## src/rtl/int_reg_file_if.sv

```systemverilog
// Bus bundle for int_reg_file: one write port, two read ports, address error flag.
// Parity signals exist only when REG_FILE_PARITY_EN is defined.
interface int_reg_file_if #(
    parameter int unsigned DATA_W = 8,
    parameter int unsigned ADDR_W = 3
);
    logic              clr;
    logic              wr_en;
    logic [ADDR_W-1:0] wr_addr;
    logic [DATA_W-1:0] wr_data;
    logic              rd_a_en;
    logic [ADDR_W-1:0] rd_a_addr;
    logic [DATA_W-1:0] rd_a_data;
    logic              rd_a_valid;
    logic              rd_b_en;
    logic [ADDR_W-1:0] rd_b_addr;
    logic [DATA_W-1:0] rd_b_data;
    logic              rd_b_valid;
    logic              addr_err;
`ifdef REG_FILE_PARITY_EN
    logic              par_inj;
    logic              rd_a_perr;
    logic              rd_b_perr;
`endif

    modport master (
        output clr, wr_en, wr_addr, wr_data,
        output rd_a_en, rd_a_addr, rd_b_en, rd_b_addr,
        input  rd_a_data, rd_a_valid, rd_b_data, rd_b_valid, addr_err
`ifdef REG_FILE_PARITY_EN
        , output par_inj
        , input  rd_a_perr, rd_b_perr
`endif
    );

    modport slave (
        input  clr, wr_en, wr_addr, wr_data,
        input  rd_a_en, rd_a_addr, rd_b_en, rd_b_addr,
        output rd_a_data, rd_a_valid, rd_b_data, rd_b_valid, addr_err
`ifdef REG_FILE_PARITY_EN
        , input  par_inj
        , output rd_a_perr, rd_b_perr
`endif
    );
endinterface

```

## src/rtl/int_reg_file.sv

```systemverilog
// General-purpose register file: 1 write / 2 registered read ports, write-first bypass,
// synchronous clear, out-of-range detection. Optional parity via REG_FILE_PARITY_EN.
module int_reg_file #(
    parameter int unsigned DATA_W = 8,
    parameter int unsigned DEPTH  = 6,
    parameter int unsigned ADDR_W = 3
) (
    input  logic          clk,
    input  logic          rst_n,
    int_reg_file_if.slave bus
);
    localparam int unsigned NPORT  = 2;
    localparam logic [ADDR_W:0] DEPTH_L = (ADDR_W+1)'(DEPTH);

    logic [DATA_W-1:0] mem_q [DEPTH];
    logic [DATA_W-1:0] rd_data_q [NPORT];
    logic [DATA_W-1:0] rd_data_d [NPORT];
    logic [NPORT-1:0]  rd_valid_q;
    logic              addr_err_q;
    logic              addr_err_d;

    logic [ADDR_W-1:0] rd_addr [NPORT];
    logic [NPORT-1:0]  rd_en;
    logic              wr_ok;

    assign rd_addr[0] = bus.rd_a_addr;
    assign rd_addr[1] = bus.rd_b_addr;
    assign rd_en      = {bus.rd_b_en, bus.rd_a_en};

    function automatic logic in_range(input logic [ADDR_W-1:0] a);
        return {1'b0, a} < DEPTH_L;
    endfunction

`ifdef REG_FILE_PARITY_EN
    logic [DEPTH-1:0] par_q;
    logic [NPORT-1:0] rd_perr_q;
    logic [NPORT-1:0] rd_perr_d;
`endif

    // Next read data per port: clear first, then range check, then bypass, then storage
    always_comb begin
        wr_ok      = bus.wr_en && !bus.clr && in_range(bus.wr_addr);
        addr_err_d = bus.wr_en && !in_range(bus.wr_addr);
`ifdef REG_FILE_PARITY_EN
        rd_perr_d  = '0;
`endif
        for (int unsigned p = 0; p < NPORT; p++) begin
            logic [DATA_W-1:0] stored;
            logic              stored_par;
            logic              bypass;
            stored     = '0;
            stored_par = 1'b0;
            for (int unsigned i = 0; i < DEPTH; i++) begin
                if (rd_addr[p] == ADDR_W'(i)) begin
                    stored = mem_q[i];
`ifdef REG_FILE_PARITY_EN
                    stored_par = par_q[i];
`endif
                end
            end
            bypass = bus.wr_en && (rd_addr[p] == bus.wr_addr);
            if (bus.clr || !in_range(rd_addr[p])) begin
                rd_data_d[p] = '0;
            end else if (bypass) begin
                rd_data_d[p] = bus.wr_data;
            end else begin
                rd_data_d[p] = stored;
            end
`ifdef REG_FILE_PARITY_EN
            rd_perr_d[p] = !bus.clr && in_range(rd_addr[p]) && !bypass
                           && ((^stored) != stored_par);
`else
            if (stored_par) rd_data_d[p] = rd_data_d[p];
`endif
            if (rd_en[p] && !in_range(rd_addr[p])) addr_err_d = 1'b1;
        end
    end

    // Storage array
    always_ff @(posedge clk or negedge rst_n) begin
        if (!rst_n) begin
            for (int unsigned i = 0; i < DEPTH; i++) mem_q[i] <= '0;
        end else if (bus.clr) begin
            for (int unsigned i = 0; i < DEPTH; i++) mem_q[i] <= '0;
        end else if (wr_ok) begin
            for (int unsigned i = 0; i < DEPTH; i++)
                if (bus.wr_addr == ADDR_W'(i)) mem_q[i] <= bus.wr_data;
        end
    end

`ifdef REG_FILE_PARITY_EN
    // Parity bit stored alongside each entry; par_inj corrupts it for fault testing
    always_ff @(posedge clk or negedge rst_n) begin
        if (!rst_n) begin
            par_q     <= '0;
            rd_perr_q <= '0;
        end else begin
            if (bus.clr) begin
                par_q <= '0;
            end else if (wr_ok) begin
                for (int unsigned i = 0; i < DEPTH; i++)
                    if (bus.wr_addr == ADDR_W'(i)) par_q[i] <= (^bus.wr_data) ^ bus.par_inj;
            end
            for (int unsigned p = 0; p < NPORT; p++)
                if (rd_en[p]) rd_perr_q[p] <= rd_perr_d[p];
        end
    end

    assign bus.rd_a_perr = rd_perr_q[0];
    assign bus.rd_b_perr = rd_perr_q[1];
`endif

    // Read output registers; data holds when the port is idle
    always_ff @(posedge clk or negedge rst_n) begin
        if (!rst_n) begin
            for (int unsigned p = 0; p < NPORT; p++) rd_data_q[p] <= '0;
            rd_valid_q <= '0;
            addr_err_q <= 1'b0;
        end else begin
            for (int unsigned p = 0; p < NPORT; p++)
                if (rd_en[p]) rd_data_q[p] <= rd_data_d[p];
            rd_valid_q <= rd_en;
            addr_err_q <= addr_err_d;
        end
    end

    assign bus.rd_a_data  = rd_data_q[0];
    assign bus.rd_b_data  = rd_data_q[1];
    assign bus.rd_a_valid = rd_valid_q[0];
    assign bus.rd_b_valid = rd_valid_q[1];
    assign bus.addr_err   = addr_err_q;
endmodule

```

## src/flat_wrapper.sv

```systemverilog
// flat-port wrapper written by rule: the top's interface ports become plain ports
module int_reg_file_flat 
#(
    parameter int unsigned DATA_W = 8,
    parameter int unsigned DEPTH  = 6,
    parameter int unsigned ADDR_W = 3
)
  (clk, rst_n, bus_clr, bus_wr_en, bus_wr_addr, bus_wr_data, bus_rd_a_en, bus_rd_a_addr, bus_rd_b_en, bus_rd_b_addr, bus_rd_a_data, bus_rd_a_valid, bus_rd_b_data, bus_rd_b_valid, bus_addr_err);
  int_reg_file_if #(.DATA_W(DATA_W), .ADDR_W(ADDR_W)) bus_i ();
  input  logic clk;
  input  logic rst_n;
  input wire logic [$bits(bus_i.clr)-1:0] bus_clr;
  input wire logic [$bits(bus_i.wr_en)-1:0] bus_wr_en;
  input wire logic [$bits(bus_i.wr_addr)-1:0] bus_wr_addr;
  input wire logic [$bits(bus_i.wr_data)-1:0] bus_wr_data;
  input wire logic [$bits(bus_i.rd_a_en)-1:0] bus_rd_a_en;
  input wire logic [$bits(bus_i.rd_a_addr)-1:0] bus_rd_a_addr;
  input wire logic [$bits(bus_i.rd_b_en)-1:0] bus_rd_b_en;
  input wire logic [$bits(bus_i.rd_b_addr)-1:0] bus_rd_b_addr;
  output wire logic [$bits(bus_i.rd_a_data)-1:0] bus_rd_a_data;
  output wire logic [$bits(bus_i.rd_a_valid)-1:0] bus_rd_a_valid;
  output wire logic [$bits(bus_i.rd_b_data)-1:0] bus_rd_b_data;
  output wire logic [$bits(bus_i.rd_b_valid)-1:0] bus_rd_b_valid;
  output wire logic [$bits(bus_i.addr_err)-1:0] bus_addr_err;
  assign bus_i.clr = bus_clr;
  assign bus_i.wr_en = bus_wr_en;
  assign bus_i.wr_addr = bus_wr_addr;
  assign bus_i.wr_data = bus_wr_data;
  assign bus_i.rd_a_en = bus_rd_a_en;
  assign bus_i.rd_a_addr = bus_rd_a_addr;
  assign bus_i.rd_b_en = bus_rd_b_en;
  assign bus_i.rd_b_addr = bus_rd_b_addr;
  assign bus_rd_a_data = bus_i.rd_a_data;
  assign bus_rd_a_valid = bus_i.rd_a_valid;
  assign bus_rd_b_data = bus_i.rd_b_data;
  assign bus_rd_b_valid = bus_i.rd_b_valid;
  assign bus_addr_err = bus_i.addr_err;
  int_reg_file #(.DATA_W(DATA_W), .DEPTH(DEPTH), .ADDR_W(ADDR_W)) u_core (.clk(clk), .rst_n(rst_n), .bus(bus_i));
endmodule
```

## config.mk

```make
export PLATFORM = sky130hd
export DESIGN_NAME = int_reg_file_flat
export DESIGN_NICKNAME = d
export VERILOG_FILES = /design/src/rtl/int_reg_file_if.sv /design/src/rtl/int_reg_file.sv /design/src/flat_wrapper.sv
export SDC_FILE = /design/constraint.sdc
export NUM_CORES = 1
export LEC_CHECK = 0
export ABC_AREA = 0
export CAP_MARGIN = 15
export CORE_MARGIN = 3
export CORE_UTILIZATION = 55
export CTS_CLUSTER_DIAMETER = 120
export CTS_CLUSTER_SIZE = 25
export DETAILED_ROUTE_END_ITERATION = 10
export HOLD_SLACK_MARGIN = 0.05
export PLACE_DENSITY_LB_ADDON = 0.15
export SLEW_MARGIN = 5
export SYNTH_ARGS = -nofsm -noshare
export SYNTH_HDL_FRONTEND = slang
export SYNTH_SLANG_ARGS = --single-unit
```

## constraint.sdc

```tcl
create_clock -name clk -period 2.8 [get_ports clk]
set_input_delay 0.56 -clock clk [delete_from_list [all_inputs] [get_ports clk]]
set_output_delay 0.56 -clock clk [all_outputs]
set_load 0.05 [all_outputs]
```

==> impl_metrics.yaml <==
global_routing:
  grtUsageTotal_pct: 29.0
  antenna_found_initial: 0
  grt_max_degree: 39
  grt.overflow.total: 0
  grt_pass1_vias: 3376
  grt_pass1_wl_mm: 18.3
place:
  hpwl_mm: 8.06
  port_buffers: 41
  placed_cell_area_mm2: 0.00434
  place.gp.congestion: 0.982
die:
  initial_utilization_pct: 57.1
  num_io_pins: 42
  fp.dieW_um: 90.4
  design.core.area_mm2: 0.00687
  fp-row-count: 30
  die_h_um: 90.4
  dieArea_mm2: 0.00818
clocking:
  cts.path.max_buffers: 2
  hold_buffers: 0
  cts_tree: "yes"
  htreeDepth: 3
  cts_resized: 0
  root_buffer: "clkbuf_8"
  clkTransAtPathRegs_ps: 80
  cts_setup_buffers: 0
  clock_sinks: 67
  clock_latency_ps: 350
  cts_made_buffers: 9
worst_setup_path:
  end_kind: "flop"
  worstPathArrival_ps: 2390
  rrSetupSlack_ps: 1530
  r2r.worst_path.cells: 4
  rr_startpoint: "u_core.mem_q[26]$_DFFE_PN0P_"
  max_stage_delay_ps: 800
  cp-start-kind: "input pin"
  crit_end: "u_core.bus.rd_a_data[5]$_DFFE_PN0P_"
  crit_slowest_cell: "clkdlybuf4s50_1"
  criticalPathCategory: "in -> reg"
  critPathLaunch: "bus_rd_a_addr[2]"
  worstPathMaxFanout: 15
  cp.required_ps: 3050
  r2r_end: "u_core.bus.rd_b_data[2]$_DFFE_PN0P_"
  cp_cell_sequence: "clkdlybuf4s50_1 > nand2b_1 > o22ai_1 > nor3_1 > o32ai_1"
synthesis:
  syn-num-nets: 475
  ys_warn_count: 0
  synth_seq_area_share_pct: 42.8
  ys_seq_elements: 67
  syn_inst: 452
  synth.distinct_cells: 39
  avgSynthCellArea_um2: 8.67
  syn_area_mm2: 0.00392
timing:
  grt_setup_unrepaired: "no"
  max-slew-margin-rel_pct: 51.3
  worst_slew_pin_slew_ps: 727
  fmax_mhz: 467
  setup_viol: 0
  fin_crit_ps: 2140
  whs_ps: 198
  skew_ps: 10.4
  hold_viol_final: 0
  post-route-period-util_pct: 76.5
  slew_viol_final: 0
  finalSetupTns_ps: 0
route:
  drt_iter0_markers: 382
  routed_wirelength_mm: 11.4
  via_per_inst: 6.13
  drt_first_pass_iters: 5
  route.vias.total: 3538
  drc_errors: 0
  wl_per_cell_um: 19.7
  antenna_left: 0
power_and_ir_drop:
  powerDensity_mw_per_mm2: 493
  ir_drop_v: 0.000282
  p_leak_nw: 1.78
run:
  cap_violations: 0
finish:
  drive_above_1_share_pct: 8.32
  final_area_mm2: 0.00455
  multi_input_area_mm2: 0.00198
  num-fill-cells: 578
  final_common_cell: "nand2_1"
  nets: 500
  final_cell_mix: "nand2_1, dfrtp_1, a21oi_1"
  antenna_cells: 0
  layout.area.seq_mm2: 0.00168
  syn_to_final_growth_pct: 16.1
hold_path:
  hp-class: "in -> async"
outcome:
  outcome: "completed"
state kept, by name, indices dropped and copies added, names as in the netlist:
register,flops
u_core.mem_q,48
u_core.bus.rd_a_data,8
u_core.bus.rd_b_data,8
u_core.rd_valid_q,2
u_core.bus.addr_err,1
area by class of cell:
| type | instances | area share [%] |
|---|---|---|
| inverter | 14 | 1.15 |
| sequential | 67 | 36.8 |
| clock buffer | 10 | 3.02 |
| tap | 96 | 2.64 |
| timing repair buffer | 51 | 11.1 |
| clock inverter | 5 | 1.70 |
| multi-input combinational | 334 | 43.5 |
layer usage:
metal	up-vias	part of all wire (%)	track usage, %
met5	-	0	0
met4	0	2.9	13.5
met3	33	8.9	6.58
met2	195	47	45.1
met1	1681	42	38.5
li1	1629	-	-
cells by family (layout without fill, tap and decap cells):
kind of cell	Yosys count	in the layout	synth area share (%)
simple gates	164	164	18.7
compound gates	126	126	20.5
flops	67	67	42.8
buf+inv	51	80	6.70
mux	38	38	9.99
xor+xnor	6	6	1.34
critical path: cells and delay by family:
kind / cells / cell delay, ps
AOI/OAI and AO/OA: 2 / 600
buffers and inverters: 1 / 800
and+or+nand+nor: 2 / 430
where the power goes:
| group | leakage, nW | internal, mW | switching [mW] |
|---|---|---|---|
| clock network | 0.108 | 0.518 | 0.382 |
| logic | 0.753 | 0.118 | 0.218 |
| registers | 0.922 | 0.992 | 0.0166 |
synth_stat cells:
cell        n  area, µm²
a211oi_1    1       7.51
a211oi_2    1       12.5
a21boi_0    8       60.1
a21oi_1    59        295
a22oi_1     1       7.51
a32oi_1     8       70.1
and2b_1     1       7.51
and3_1      1       6.26
and4_1      1       8.76
buf_1       1       3.75
buf_2       5       25.0
buf_4       5       37.5
buf_6       6       67.6
clkbuf_1   19       71.3
clkbuf_2    1       5.00
dfrtp_1    67       1680
inv_1      13       48.8
inv_2       1       3.75
mux2_2      9        101
mux2i_1    29        290
nand2_1   110        413
nand2b_1   18        113
nand3_1     7       35.0
nand3b_1    3       22.5
nand4_1     2       12.5
nor2_1      9       33.8
nor2b_1     1       6.26
nor3_1      7       35.0
nor3_2      2       20.0
nor3b_2     1       12.5
o21ai_0    17       85.1
o21ai_1     2       10.0
o21bai_1    2       15.0
o221a_1     8       90.1
o221ai_1    1       8.76
o22ai_1     6       37.5
o32ai_1    12        105
or2_0       1       6.26
xnor2_1     6       52.6
per-stage QoR:
stage | power [mW] | util, % | worst slack (ps) | cells
after floorplan | 1.23 | - | 1250 | 452
after global placement | 1.35 | 63.1 | 400 | 562
after detailed placement | 1.36 | 63.1 | 332 | 562
after CTS | 2.25 | 66.2 | 692 | 577
after global routing | 2.32 | 66.2 | 550 | 577
final | 2.24 | 66.2 | 658 | 577
worst min path at each step:
stage	start	to	slack, ps	depth (start not counted)
detailed placement	u_core.bus.rd_a_data[4]$_DFFE_PN0P_	u_core.bus.rd_a_data[4]$_DFFE_PN0P_	520	2
CTS	rst_n	u_core.rd_valid_q[0]$_DFF_PN0_	220	1
global placement	u_core.mem_q[47]$_DFFE_PN0P_	u_core.mem_q[47]$_DFFE_PN0P_	520	2
global route	rst_n	u_core.rd_valid_q[0]$_DFF_PN0_	240	1
finish	rst_n	u_core.rd_valid_q[0]$_DFF_PN0_	200	1
floorplan	rst_n	u_core.bus.addr_err$_DFF_PN0_	260	0
Power figures use the tool's default switching activity.
